### src/rtl/pipe_pkg.sv
// Shared pipeline types and constants: ex_mem payload, LSU opcodes, width parameters.
// Also holds the alignment rule used when a beat is captured into the EX/MEM stage.
package pipe_pkg;

  localparam int XLEN       = 32;
  localparam int REG_ADDR_W = 5;
  localparam int LSU_OP_W   = 4;

  localparam logic [LSU_OP_W-1:0] LSU_LD_B  = 4'b0000;
  localparam logic [LSU_OP_W-1:0] LSU_LD_H  = 4'b0001;
  localparam logic [LSU_OP_W-1:0] LSU_LD_W  = 4'b0010;
  localparam logic [LSU_OP_W-1:0] LSU_ST_B  = 4'b0100;
  localparam logic [LSU_OP_W-1:0] LSU_ST_H  = 4'b0101;
  localparam logic [LSU_OP_W-1:0] LSU_ST_W  = 4'b0110;
  localparam logic [LSU_OP_W-1:0] LSU_LD_BU = 4'b1000;
  localparam logic [LSU_OP_W-1:0] LSU_LD_HU = 4'b1001;
  localparam logic [LSU_OP_W-1:0] LSU_NOP   = 4'b1111;

  typedef struct packed {
    logic [XLEN-1:0]       pc;
    logic [XLEN-1:0]       inst;
    logic                  rw_en;
    logic [REG_ADDR_W-1:0] rw_addr;
    logic [XLEN-1:0]       ex_result;
    logic [LSU_OP_W-1:0]   lsu_op;
    logic [XLEN-1:0]       lsu_data;
    logic                  ale;
  } ex_mem_t;

  localparam ex_mem_t EX_MEM_RESET = '{
    pc:        32'h0000_0000,
    inst:      32'h0000_0000,
    rw_en:     1'b0,
    rw_addr:   5'd0,
    ex_result: 32'h0000_0000,
    lsu_op:    LSU_NOP,
    lsu_data:  32'h0000_0000,
    ale:       1'b0
  };

  // Halfword accesses need bit 0 clear, word accesses need bits [1:0] clear.
  function automatic logic lsu_misaligned(input logic [LSU_OP_W-1:0] op,
                                          input logic [1:0]          addr_lo);
    logic mis;
    mis = 1'b0;
    case (op)
      LSU_LD_H, LSU_LD_HU, LSU_ST_H: mis = addr_lo[0];
      LSU_LD_W, LSU_ST_W:            mis = (addr_lo != 2'b00);
      default:                       mis = 1'b0;
    endcase
    return mis;
  endfunction

endpackage

### src/rtl/lsu_align_check.sv
// Combinational misalignment check on the EX/MEM capture path.
// A misaligned access is squashed into a no-memory, no-writeback operation.
module lsu_align_check
  import pipe_pkg::*;
(
  input  logic [LSU_OP_W-1:0] lsu_op_i,
  input  logic [1:0]          addr_lo_i,
  input  logic                rw_en_i,
  output logic                ale_o,
  output logic [LSU_OP_W-1:0] lsu_op_o,
  output logic                rw_en_o
);

  logic ale_s;

  // Flag the access and replace op/writeback when misaligned.
  always_comb begin
    ale_s    = lsu_misaligned(lsu_op_i, addr_lo_i);
    lsu_op_o = lsu_op_i;
    rw_en_o  = rw_en_i;
    if (ale_s) begin
      lsu_op_o = LSU_NOP;
      rw_en_o  = 1'b0;
    end else begin
      lsu_op_o = lsu_op_i;
      rw_en_o  = rw_en_i;
    end
    ale_o = ale_s;
  end

endmodule

### src/rtl/ex_mem_skid_reg.sv
// EX/MEM pipeline register with a two-entry skid buffer (main + skid).
// in_ready is a pure register output so no combinational path exists from out_ready.
module ex_mem_skid_reg
  import pipe_pkg::*;
(
  input  logic                  clk,
  input  logic                  rst_n,
  input  logic                  flush,
  input  logic                  in_valid,
  output logic                  in_ready,
  input  logic [XLEN-1:0]       in_pc,
  input  logic [XLEN-1:0]       in_inst,
  input  logic                  in_rw_en,
  input  logic [REG_ADDR_W-1:0] in_rw_addr,
  input  logic [XLEN-1:0]       in_ex_result,
  input  logic [LSU_OP_W-1:0]   in_lsu_op,
  input  logic [XLEN-1:0]       in_lsu_data,
  output logic                  out_valid,
  input  logic                  out_ready,
  output logic [XLEN-1:0]       out_pc,
  output logic [XLEN-1:0]       out_inst,
  output logic                  out_rw_en,
  output logic [REG_ADDR_W-1:0] out_rw_addr,
  output logic [XLEN-1:0]       out_ex_result,
  output logic [LSU_OP_W-1:0]   out_lsu_op,
  output logic [XLEN-1:0]       out_lsu_data,
  output logic                  out_ale
);

  logic    main_valid_q, main_valid_d;
  logic    skid_valid_q, skid_valid_d;
  ex_mem_t main_q, main_d;
  ex_mem_t skid_q, skid_d;
  ex_mem_t in_beat_s;
  logic    accept_s, release_s;
  logic    ale_s, rw_en_s;
  logic [LSU_OP_W-1:0] lsu_op_s;

  lsu_align_check u_align (
    .lsu_op_i  (in_lsu_op),
    .addr_lo_i (in_ex_result[1:0]),
    .rw_en_i   (in_rw_en),
    .ale_o     (ale_s),
    .lsu_op_o  (lsu_op_s),
    .rw_en_o   (rw_en_s)
  );

  assign in_beat_s = '{
    pc:        in_pc,
    inst:      in_inst,
    rw_en:     rw_en_s,
    rw_addr:   in_rw_addr,
    ex_result: in_ex_result,
    lsu_op:    lsu_op_s,
    lsu_data:  in_lsu_data,
    ale:       ale_s
  };

  assign accept_s  = in_valid && !skid_valid_q;
  assign release_s = main_valid_q && out_ready;

  // Next-state for both entries; flush wins, then skid->main refill, then capture.
  always_comb begin
    main_valid_d = main_valid_q;
    skid_valid_d = skid_valid_q;
    main_d       = main_q;
    skid_d       = skid_q;
    if (flush) begin
      main_valid_d = 1'b0;
      skid_valid_d = 1'b0;
    end else if (release_s && skid_valid_q) begin
      main_d       = skid_q;
      main_valid_d = 1'b1;
      skid_valid_d = 1'b0;
    end else if (accept_s && (release_s || !main_valid_q)) begin
      main_d       = in_beat_s;
      main_valid_d = 1'b1;
    end else if (accept_s) begin
      skid_d       = in_beat_s;
      skid_valid_d = 1'b1;
    end else if (release_s) begin
      main_valid_d = 1'b0;
    end else begin
      main_valid_d = main_valid_q;
      skid_valid_d = skid_valid_q;
    end
  end

  // State registers; payloads reset to a harmless no-op beat.
  always_ff @(posedge clk or negedge rst_n) begin
    if (!rst_n) begin
      main_valid_q <= 1'b0;
      skid_valid_q <= 1'b0;
      main_q       <= EX_MEM_RESET;
      skid_q       <= EX_MEM_RESET;
    end else begin
      main_valid_q <= main_valid_d;
      skid_valid_q <= skid_valid_d;
      main_q       <= main_d;
      skid_q       <= skid_d;
    end
  end

  assign in_ready      = !skid_valid_q;
  assign out_valid     = main_valid_q;
  assign out_pc        = main_q.pc;
  assign out_inst      = main_q.inst;
  assign out_rw_en     = main_q.rw_en;
  assign out_rw_addr   = main_q.rw_addr;
  assign out_ex_result = main_q.ex_result;
  assign out_lsu_op    = main_q.lsu_op;
  assign out_lsu_data  = main_q.lsu_data;
  assign out_ale       = main_q.ale;

endmodule
### config.mk
export PLATFORM = sky130hd
export DESIGN_NAME = ex_mem_skid_reg
export DESIGN_NICKNAME = d
export VERILOG_FILES = /design/src/rtl/pipe_pkg.sv /design/src/rtl/lsu_align_check.sv /design/src/rtl/ex_mem_skid_reg.sv
export SDC_FILE = /design/constraint.sdc
export NUM_CORES = 1
export LEC_CHECK = 0
export BUFFER_PORTS_ARGS = -buffer_cell sky130_fd_sc_hd__buf_4
export CAP_MARGIN = 10
export CORE_AREA = 2 2 124 187
export CTS_BUF_LIST = sky130_fd_sc_hd__clkbuf_16
export CTS_CLUSTER_DIAMETER = 200
export CTS_CLUSTER_SIZE = 24
export DETAILED_ROUTE_END_ITERATION = 8
export DIE_AREA = 0 0 126 189
export GPL_TIMING_DRIVEN = 0
export PLACE_DENSITY = 0.89
export REMOVE_ABC_BUFFERS = 1
export SLEW_MARGIN = 30
export SYNTH_ARGS = -nofsm -noshare
export SYNTH_HDL_FRONTEND = slang
export SYNTH_SLANG_ARGS = --single-unit
### constraint.sdc
create_clock -name clk -period 2.23 [get_ports clk]
set_input_delay 0.223 -clock clk [delete_from_list [all_inputs] [get_ports clk]]
set_output_delay 0.223 -clock clk [all_outputs]
set_load 0.005 [all_outputs]
### Word-level counts from Yosys, hierarchy flattened

Index checks and enable logic that the tools add are counted.

* memory bits (read-only): 0
* bits in writable memories: 0
* output and inout port bits: 141
* bits in registers: 280
* word-level logic and storage cells: 59
* bits of input ports: 143
* memories: 0
* bits in latches: 0

* reductions and logical operators: 17
* muxes and demuxes: 14
* add/subtract/negate cells: 0
* eq/ne operators: 7
* bitwise operators: 3
* multiply operators: 0
* shift-type cells: 0
* $lt $le $gt $ge: 0
* divide/modulo/power cells: 0

Operator list (count)
* 139-bit two-way mux: 2
* 1-bit two-way mux: 10
* 4-bit by 3-bit equality test with 1-bit output, second input constant: 2
* 2-bit AND reduction: 3
* 4-bit by 1-bit equality test with 1-bit output, second input constant: 1
* 4-bit by 2-bit equality test with 1-bit output, second input constant: 1
* 4-bit equality test, second input constant: 1
* 1-bit logical AND: 4
* 4-bit two-way mux: 1
* 4-bit by 2-bit inequality test with 1-bit output, second input constant: 1
* 4-bit AND reduction: 1
* 2-bit nonzero test: 2
* 4-bit nonzero test: 1
* 3-bit inequality test, second input constant: 1
* 1-bit inverter: 3
* 3-bit nonzero test: 1
* 3-bit OR reduction: 1
* 1-bit zero test: 2
* 1-bit one-hot mux with 2 select lines: 1
* 2-bit OR reduction: 1
* 1-bit logical OR: 1

### Longest topological paths before layout

Gate-level depths: netlist of the first run.

* depth after elaboration: 6
* mapped depth: 8
* depth with buffers taken out: 4

### Modules after synthesis

A second synthesis of the first run with hierarchy kept.

* cell total of the unflattened synthesis: 764
* area total of the unflattened synthesis: 12365.6 um^2

Modules (own cells, without submodules)
* ex_mem_skid_reg: seq. area each 7016.7 um^2, area each 12269.3 um^2, instances 1, cells each 753
* lsu_align_check: seq. area each 0.0 um^2, area each 96.3 um^2, instances 1, cells each 11

### Worst setup path before layout of the first run

No wires, ideal clock.

* path type: reg-to-reg
* start: register main_valid_q, in the netlist out_valid
* end: register main_q (netlist bit out_ex_result[10])
* buffers on the path: 4
* arrival: 1492 ps
* path slack: 604 ps
* required time: 2096 ps
* setup time: 134 ps
* clock period less this slack: 1626 ps
* stages on the path, launching flop included: 9
* cells stage by stage: dfrtp_1 > buf_2 > nor2b_4 > a211o_1 > buf_2 > buf_4 > buf_2 > nand2_1 > o21ai_0

* cells in the longest elaborated chain, start to end: 5
* elaborated cells between the ends (all ways): 8
* classes of those cells: mux (1); reduce/logical (7)

Ends and longest elaborated chain
* start, declared: line ex_mem_skid_reg.sv:30 `logic main_valid_q, main_valid_d;`
* start signal, assigned: line ex_mem_skid_reg.sv:97 `main_valid_q <= main_valid_d;`
* 1-bit logical AND or 1-bit zero test (tied branches): line ex_mem_skid_reg.sv:60, ex_mem_skid_reg.sv:75
* 1-bit logical OR: line ex_mem_skid_reg.sv:75 `end else if (accept_s && (release_s || !main_valid_q)) begin`
* 1-bit logical AND: line ex_mem_skid_reg.sv:75
* 2-bit nonzero test (no line)
* 2-bit AND reduction (no line)
* end signal, assigned: line ex_mem_skid_reg.sv:99 `main_q <= main_d;`
* end, declared: line ex_mem_skid_reg.sv:32 `ex_mem_t main_q, main_d;`

Parallel ways exist; a longest one is shown, timed or not.
A chain may end at the register's enable or synchronous reset.

### Worst setup path after layout of the first run

* start: register skid_valid_q
* end: register main_q (netlist bit out_inst[0])

* cells in the longest elaborated chain, start to end: 5
* elaborated cells between the ends (all ways): 7
* classes of those cells: mux (1); reduce/logical (6)

Ends and longest elaborated chain
* start, declared: line ex_mem_skid_reg.sv:31 `logic skid_valid_q, skid_valid_d;`
* start signal, assigned: line ex_mem_skid_reg.sv:98 `skid_valid_q <= skid_valid_d;`
* 1-bit zero test: line ex_mem_skid_reg.sv:59 `assign accept_s = in_valid && !skid_valid_q;`
* 1-bit logical AND: line ex_mem_skid_reg.sv:59
* 1-bit logical AND: line ex_mem_skid_reg.sv:75
* 2-bit nonzero test (no line)
* 2-bit AND reduction (no line)

Parallel ways exist; a longest one is shown, timed or not.

==> results of run 1 <==
## cell usage after synthesis (2+ instances only)
library cell	instances
buf_2	43
buf_4	2
dfrtp_1	272
clkbuf_1	23
a21oi_1	4
nand2_1	539
mux2i_1	133
o21ai_0	108
a31oi_1	5
nor4bb_1	2
nand3_1	4
inv_1	3
a22o_1	3
nor3_1	4
o21ai_1	28
nand3b_1	2
a211oi_1	3
nor2_1	8
buf_6	11
dfstp_2	8
a21o_1	2
## cells in the final DEF, fill, tap and decap left out, types with 7 or more instances in the layout
cell	netlist	final
mux2i_1	133	133
o21ai_0	108	108
inv_1	3	7
dlygate4sd3_1	0	136
o21ai_1	28	28
buf_2	43	7
buf_4	2	291
buf_12	0	9
dfstp_2	8	8
nor2_1	8	8
clkbuf_16	0	15
dfrtp_1	272	270
nand2_1	539	539
## per-stage QoR
stage                     total power (uW)  setup slack, ns
after CTS                            12600          0.00101
after floorplan                       7930            -8.53
final                                12700           0.0638
after detailed placement              9520           -0.661
after global placement                9340           -16.20
after global routing                 13300           0.0165
## area by class of cell
| cell class | count | area [sq um] |
|---|---|---|
| sequential | 280 | 7020 |
| clock inverter | 5 | 23.8 |
| fill | 1348 | 6000 |
| timing repair buffer | 453 | 3950 |
| antenna | 3 | 7.51 |
| clock buffer | 15 | 375 |
| tap | 276 | 345 |
| multi-input combinational | 856 | 4400 |
| inverter | 3 | 11.3 |
## worst max path at each step
stage	from	end	slack [ns]	cells after the start
2_1_floorplan	skid_valid_q	skid_q[36]	-8.53	2
3_3_place_gp	skid_valid_q	skid_q[36]	-16.20	2
3_5_place_dp	out_valid	skid_q[106]	-0.66	12
4_1_cts	out_valid	skid_q[78]	0.001	10
5_1_grt	out_valid	skid_q[69]	0.02	9
6_report	skid_valid_q	out_inst[0]	0.06	7
## cell families (layout without fill, tap and decap cells)
kind of cell,count (synthesis),count (layout)
and+or+nand+nor,564,564
other,0,3
xor gates and xnor gates,1,1
buffers and inverters,83,476
AOI/OAI and AO/OA,157,158
DFF,280,280
muxes,133,133
## power breakdown
group | internal (uW) | switching (uW)
clock | 1230 | 1640
combinational | 1480 | 1440
sequential | 6220 | 692
## per-layer routing
metal  up-vias  GRT usage [%]
met5         -              0
met2       528           53.0
met1      5164           33.8
met3       169           4.07
met4         0           18.4
li1       4714              -
## sequential cells by signal, indices dropped and copies added, names as in the netlist
signal         flops
out_lsu_data      32
out_ex_result     32
out_ale            1
out_inst          32
skid_valid_q       1
skid_q           139
out_valid          1
out_rw_en          1
out_pc            32
out_lsu_op         4
out_rw_addr        5
## what timing repair did
item                                   4_1_cts  5_1_grt
endpoints found under the hold margin      191        0
cloned                                       1        0
setup buffers                                4        0
pin swaps                                    2        0
resized for setup                            5        7
hold buffers                               136        0
setup endpoints to repair                   83       40
==> summary.txt, run 1 <==
Detailed routing
  – First-iteration detailed-routing DRC count: 830
  – Via Count: 10600
  – Met3 WL: 1940 um
  – Final ANT Viol Nets: 0
  – DRC viols: 0
  – First-pass iteration count of the detailed router: 6
  – Met1 WL: 12700 um
  – Top Metal Used: met4
  – DR WL met2: 18700 um
  – Detailed Route WL: 36000 um
  – Routed WL per cell: 19.0 um
  – Vias per cell: 5.59

Synthesis
  – Number of synthesized flops with an enable pin: 0
  – Share of the synthesized area in the top cell type: 57.6%
  – Yosys top cell by area: dfrtp_1
  – Top cells by area, synth: dfrtp_1 58%, nand2_1 17%, mux2i_1 11%
  – Seq/Total Area, Yosys: 59.4%
  – Yosys Warn Count: 0
  – Mapped Avg Cell Area: 9.70 sq um
  – Fraction of the mapped netlist area in simple logic gates: 18.4%
  – Async SR Flop Fraction: 100%
  – Post-Syn Instances: 1218
  – Post-Synth Adder-Cell Area: 0%
  – Ys flop type: dfrtp_1
  – Mapped Area: 0.0118 sq mm
  – Synthesized flop and latch total: 280
  – Largest family of logic cells by synthesized area: simple AND/OR/NAND/NOR gates
  – Post-synthesis mux area share: 11.3%
  – Post-synthesis xor/xnor area fraction: 0.0741%
  – Yosys cell types: 32
  – Compound-cell area share of the yosys netlist: 7.07%

Place
  – Final Wtd Congestion: 0.847
  – Post-DP HPWL: 21000 um
  – Port-buffer cells: 283
  – DP Area: 0.0143 sq mm
  – Placed Cells: 1734

STA
  – FMAX: 462 MHz
  – Worst-Margin Slew: 0.679 ns
  – Worst hold slack: 0.0468 ns
  – Final TNS setup: 0 ns
  – Fin. Hold Viols: 0
  – Endpoints failing setup: 0
  – Final period util: 97.1%
  – Fin crit period: 2.17 ns
  – Max transition margin: 54.7%
  – Max-slew violations: 0
  – Clock skew: 0.00901 ns
  – Unrepaired setup endpoints after global routing: no

Global route
  – Initial antenna violation count: 3
  – Global-route wire length before repair: 57800 um
  – Gr usage total: 29.9%
  – Largest net degree at the start of global routing: 88
  – Vias in the first global route: 11100
  – Overflow after GRT: 0

Finish
  – Post-route cell area: 0.0161 sq mm
  – Nets: 1752
  – Synth-to-Final Area Change: 36.5%
  – Layout Cells excl Fill: 1891
  – Final Core Density: 72.9%
  – Layout cells sized above 1: 21.8%

Worst setup path
  – CP Data Required Time: 2.59 ns
  – Buf/Inv on CP: 3
  – CP Class: reg2reg
  – Crit-path cells: nand2_1, a211o_4, buf_12, buf_12, buf_12, nand2_1, o21ai_1
  – RR Startpoint: skid_valid_q
  – CP peak stage delay: 0.54 ns
  – Startpoint Class: flop
  – CP delay by family, top: buffers and inverters
  – Worst Path Arrival: 2.52 ns
  – Cell at the slowest stage of the critical path: dfrtp_2
  – Worst flop-to-flop path endpoint: out_inst[0]
  – R2R Setup Slk: 0.06 ns
  – CP Max Fanout: 59
  – Crit. End Element: flop
  – Reg2Reg Depth: 7
  – Top cell by count, worst path: buf_12

Power and ir drop
  – Max VDD drop: 0.622 mV
  – Pwr dens: 788 mW/mm^2
  – Leak pwr: 0.00907 uW

Floorplanning
  – Initial Util: 53.4%
  – Io pins: 284
  – Die Ht: 189 um
  – Die X-Extent: 126 um
  – Row count: 67
  – Die area: 0.0238 sq mm
  – Core area: 0.0221 sq mm

Clock tree
  – CTS HTree Levels: 1
  – Clock latency on the worst-skew pair: 0.48 ns
  – Worst-case clock buffer depth: 3
  – Num CTS Buffers: 15
  – Worst-path clk slew: 0.10 ns
  – Clk sink count: 280
  – Root buffer cell: clkbuf_16
  – CTS tree: built

Hold path
  – Worst Hold Endpoint: skid_valid_q
  – HP Class: in2reg
  – Worst Hold Launch: out_ready
  – Hold Path Depth: 2

Job
  – Max Cap Viol: 0

Outcome
  – Status: complete, no violations
Power figures use the tool's default switching activity.
==> run 2: changes to the inputs <==
Settings changed: CORE_AREA 2 2 124 187 to 2 2 132 198, DIE_AREA 0 0 126 189 to 0 0 134 200, PLACE_DENSITY 0.89 to 0.84.
Clock period 2.23 ns to 1.8 ns, I/O delays scaled along.
==> run 2 against run 1 <==
- highest routed layer unchanged
- utilization down 4.3 points
- combinational power up 33%
- clock power up 26%
- die area up 13%
- first-iteration DRC count down 7.6%
- critical path type unchanged
- count of clock-buffer cells in the layout unchanged
- sequential cell count unchanged
- sequential share of layout area down 2.5 points
- the flow now finishes with violations (negative setup slack)
- routed wire length up 15%
- global-route usage down 2.6 points
==> summary.txt, run 2 (synthesized netlist as in run 1, its figures left out) <==
Worst setup path
  – Crit. End Element: flop
  – CP Data Required Time: 2.23 ns
  – CP Max Fanout: 8
  – CP Class: reg2reg
  – Startpoint Class: flop
  – Worst Path Arrival: 2.41 ns

Detailed routing
  – DRC viols: 0
  – First-pass iteration count of the detailed router: 5
  – Via Count: 11200
  – Routed WL per cell: 20.6 um
  – Detailed Route WL: 41200 um
  – First-iteration detailed-routing DRC count: 767
  – Final ANT Viol Nets: 0
  – Vias per cell: 5.58

Clock tree
  – Num CTS Buffers: 15
  – Root buffer cell: clkbuf_16
  – Clk sink count: 280
  – CTS HTree Levels: 1
  – Worst-case clock buffer depth: 3
  – Clock latency on the worst-skew pair: 0.51 ns
  – Worst-path clk slew: 0.11 ns
  – CTS tree: built

Finish
  – Nets: 1806
  – Leading cell type in the layout, fill and taps excluded: nand2_1
  – Synth-to-Final Area Change: 44.9%
  – Flip-flop count of the largest register after layout: 139
  – Largest register by flop count: skid_q
  – Layout cells sized above 1: 25.8%
  – Most frequent cells in the layout: 520 x nand2_1, 320 x buf_4, 270 x dfrtp_1

Hold path
  – HP Class: in2reg

Place
  – Port-buffer cells: 283
  – DP Worst Slack: -0.893 ns
  – Final Wtd Congestion: 0.822
  – Post-DP HPWL: 21000 um

STA
  – Final period util: 110%
  – Final TNS setup: -1.47 ns
  – Fin worst setup slack: -0.182 ns
  – Max-slew violations: 0
  – Fin crit period: 1.98 ns
  – Fin. Hold Viols: 0
  – FMAX: 505 MHz
  – Unrepaired setup endpoints after global routing: yes
  – Endpoints failing setup: 49
  – Worst-Margin Slew: 0.737 ns
  – Max transition margin: 50.9%
  – Clock skew: 0.0244 ns
  – Worst hold slack: 0.0310 ns

Power and ir drop
  – Max VDD drop: 0.958 mV
  – Leak pwr: 0.00951 uW
  – Pwr dens: 943 mW/mm^2
  – Tot Pwr: 16100 uW

Floorplanning
  – Row count: 71
  – Core area: 0.0250 sq mm
  – Die area: 0.0268 sq mm
  – Die Ht: 200 um
  – Initial Util: 47.3%
  – Io pins: 284
  – Die X-Extent: 134 um

Global route
  – Largest net degree at the start of global routing: 89
  – Gr usage total: 27.3%
  – Global-route wire length before repair: 58100 um
  – Vias in the first global route: 11200
  – Initial antenna violation count: 3
  – Overflow after GRT: 0

Outcome
  – Failing checks: negative setup slack
  – Status: complete, but fails checks

Job
  – Max Cap Viol: 0
[run 2: final timing paths]
kind / from / to / slack [ns] / cells after the start
max: skid_valid_q / skid_q[89] / -0.18 / 9
min: in_lsu_op[1] / skid_q[34] / 0.03 / 3
max reg2reg: skid_valid_q / skid_q[89] / -0.18 / 9
min reg2reg: skid_q[20] / skid_q[20] / 0.48 / 2
max in group asynchronous: rst_n / out_inst[16] / 0.46 / 4
min in group asynchronous: rst_n / out_ex_result[23] / 0.22 / 2
[run 2: final cells by class]
class / count / area (sq um)
Antenna cell: 5 / 12.5
Clock buffer: 15 / 375
Clock inverter: 5 / 28.8
Fill cell: 1648 / 7840
Inverter: 3 / 11.3
Multi-Input combinational cell: 860 / 4590
Sequential cell: 280 / 7020
Tap cell: 328 / 410
Timing Repair Buffer: 503 / 4680
[run 2: what timing repair did]
action	in CTS	in global routing
pin swaps	4	13
gates resized for setup	27	92
hold endpoints to repair	312	0
hold buffers	140	0
endpoints found under the setup margin	243	206
buffers inserted	16	29
cloned	7	10
[run 2: layer usage]
layer | wire, um | GRT usage [%] | vias up
li1 | - | - | 4841
met1 | 14000 | 30.4 | 5429
met3 | 2740 | 4.29 | 239
met4 | 3350 | 18.2 | 0
met5 | 0 | 0 | -
met2 | 21200 | 48.3 | 642
[run 2: worst max-delay path: stages (launching register included)]
cell and delay (ns):
dfrtp_2 0.50, buf_6 0.15, nor4_4 0.37, buf_6 0.18
buf_12 0.11, buf_12 0.11, buf_8 0.12, buf_12 0.15
nand2_4 0.08, nand2_2 0.14
[run 2: stage by stage]
stage               instance area [sq um]  util, %  instances
floorplan                           11400        -       1138
global placement                    13900     55.7       1749
detailed placement                  14400     57.5       1784
CTS                                 16500     66.2       1959
global route                        17100     68.6       1997
finish                              17100     68.6       1999
[run 2: power by group]
part / switching, uW / internal, uW / total, uW
Combinational: 1910 / 1980 / 3890
Sequential: 915 / 7710 / 8630
Clock: 2090 / 1540 / 3620
Total: 4910 / 11200 / 16100
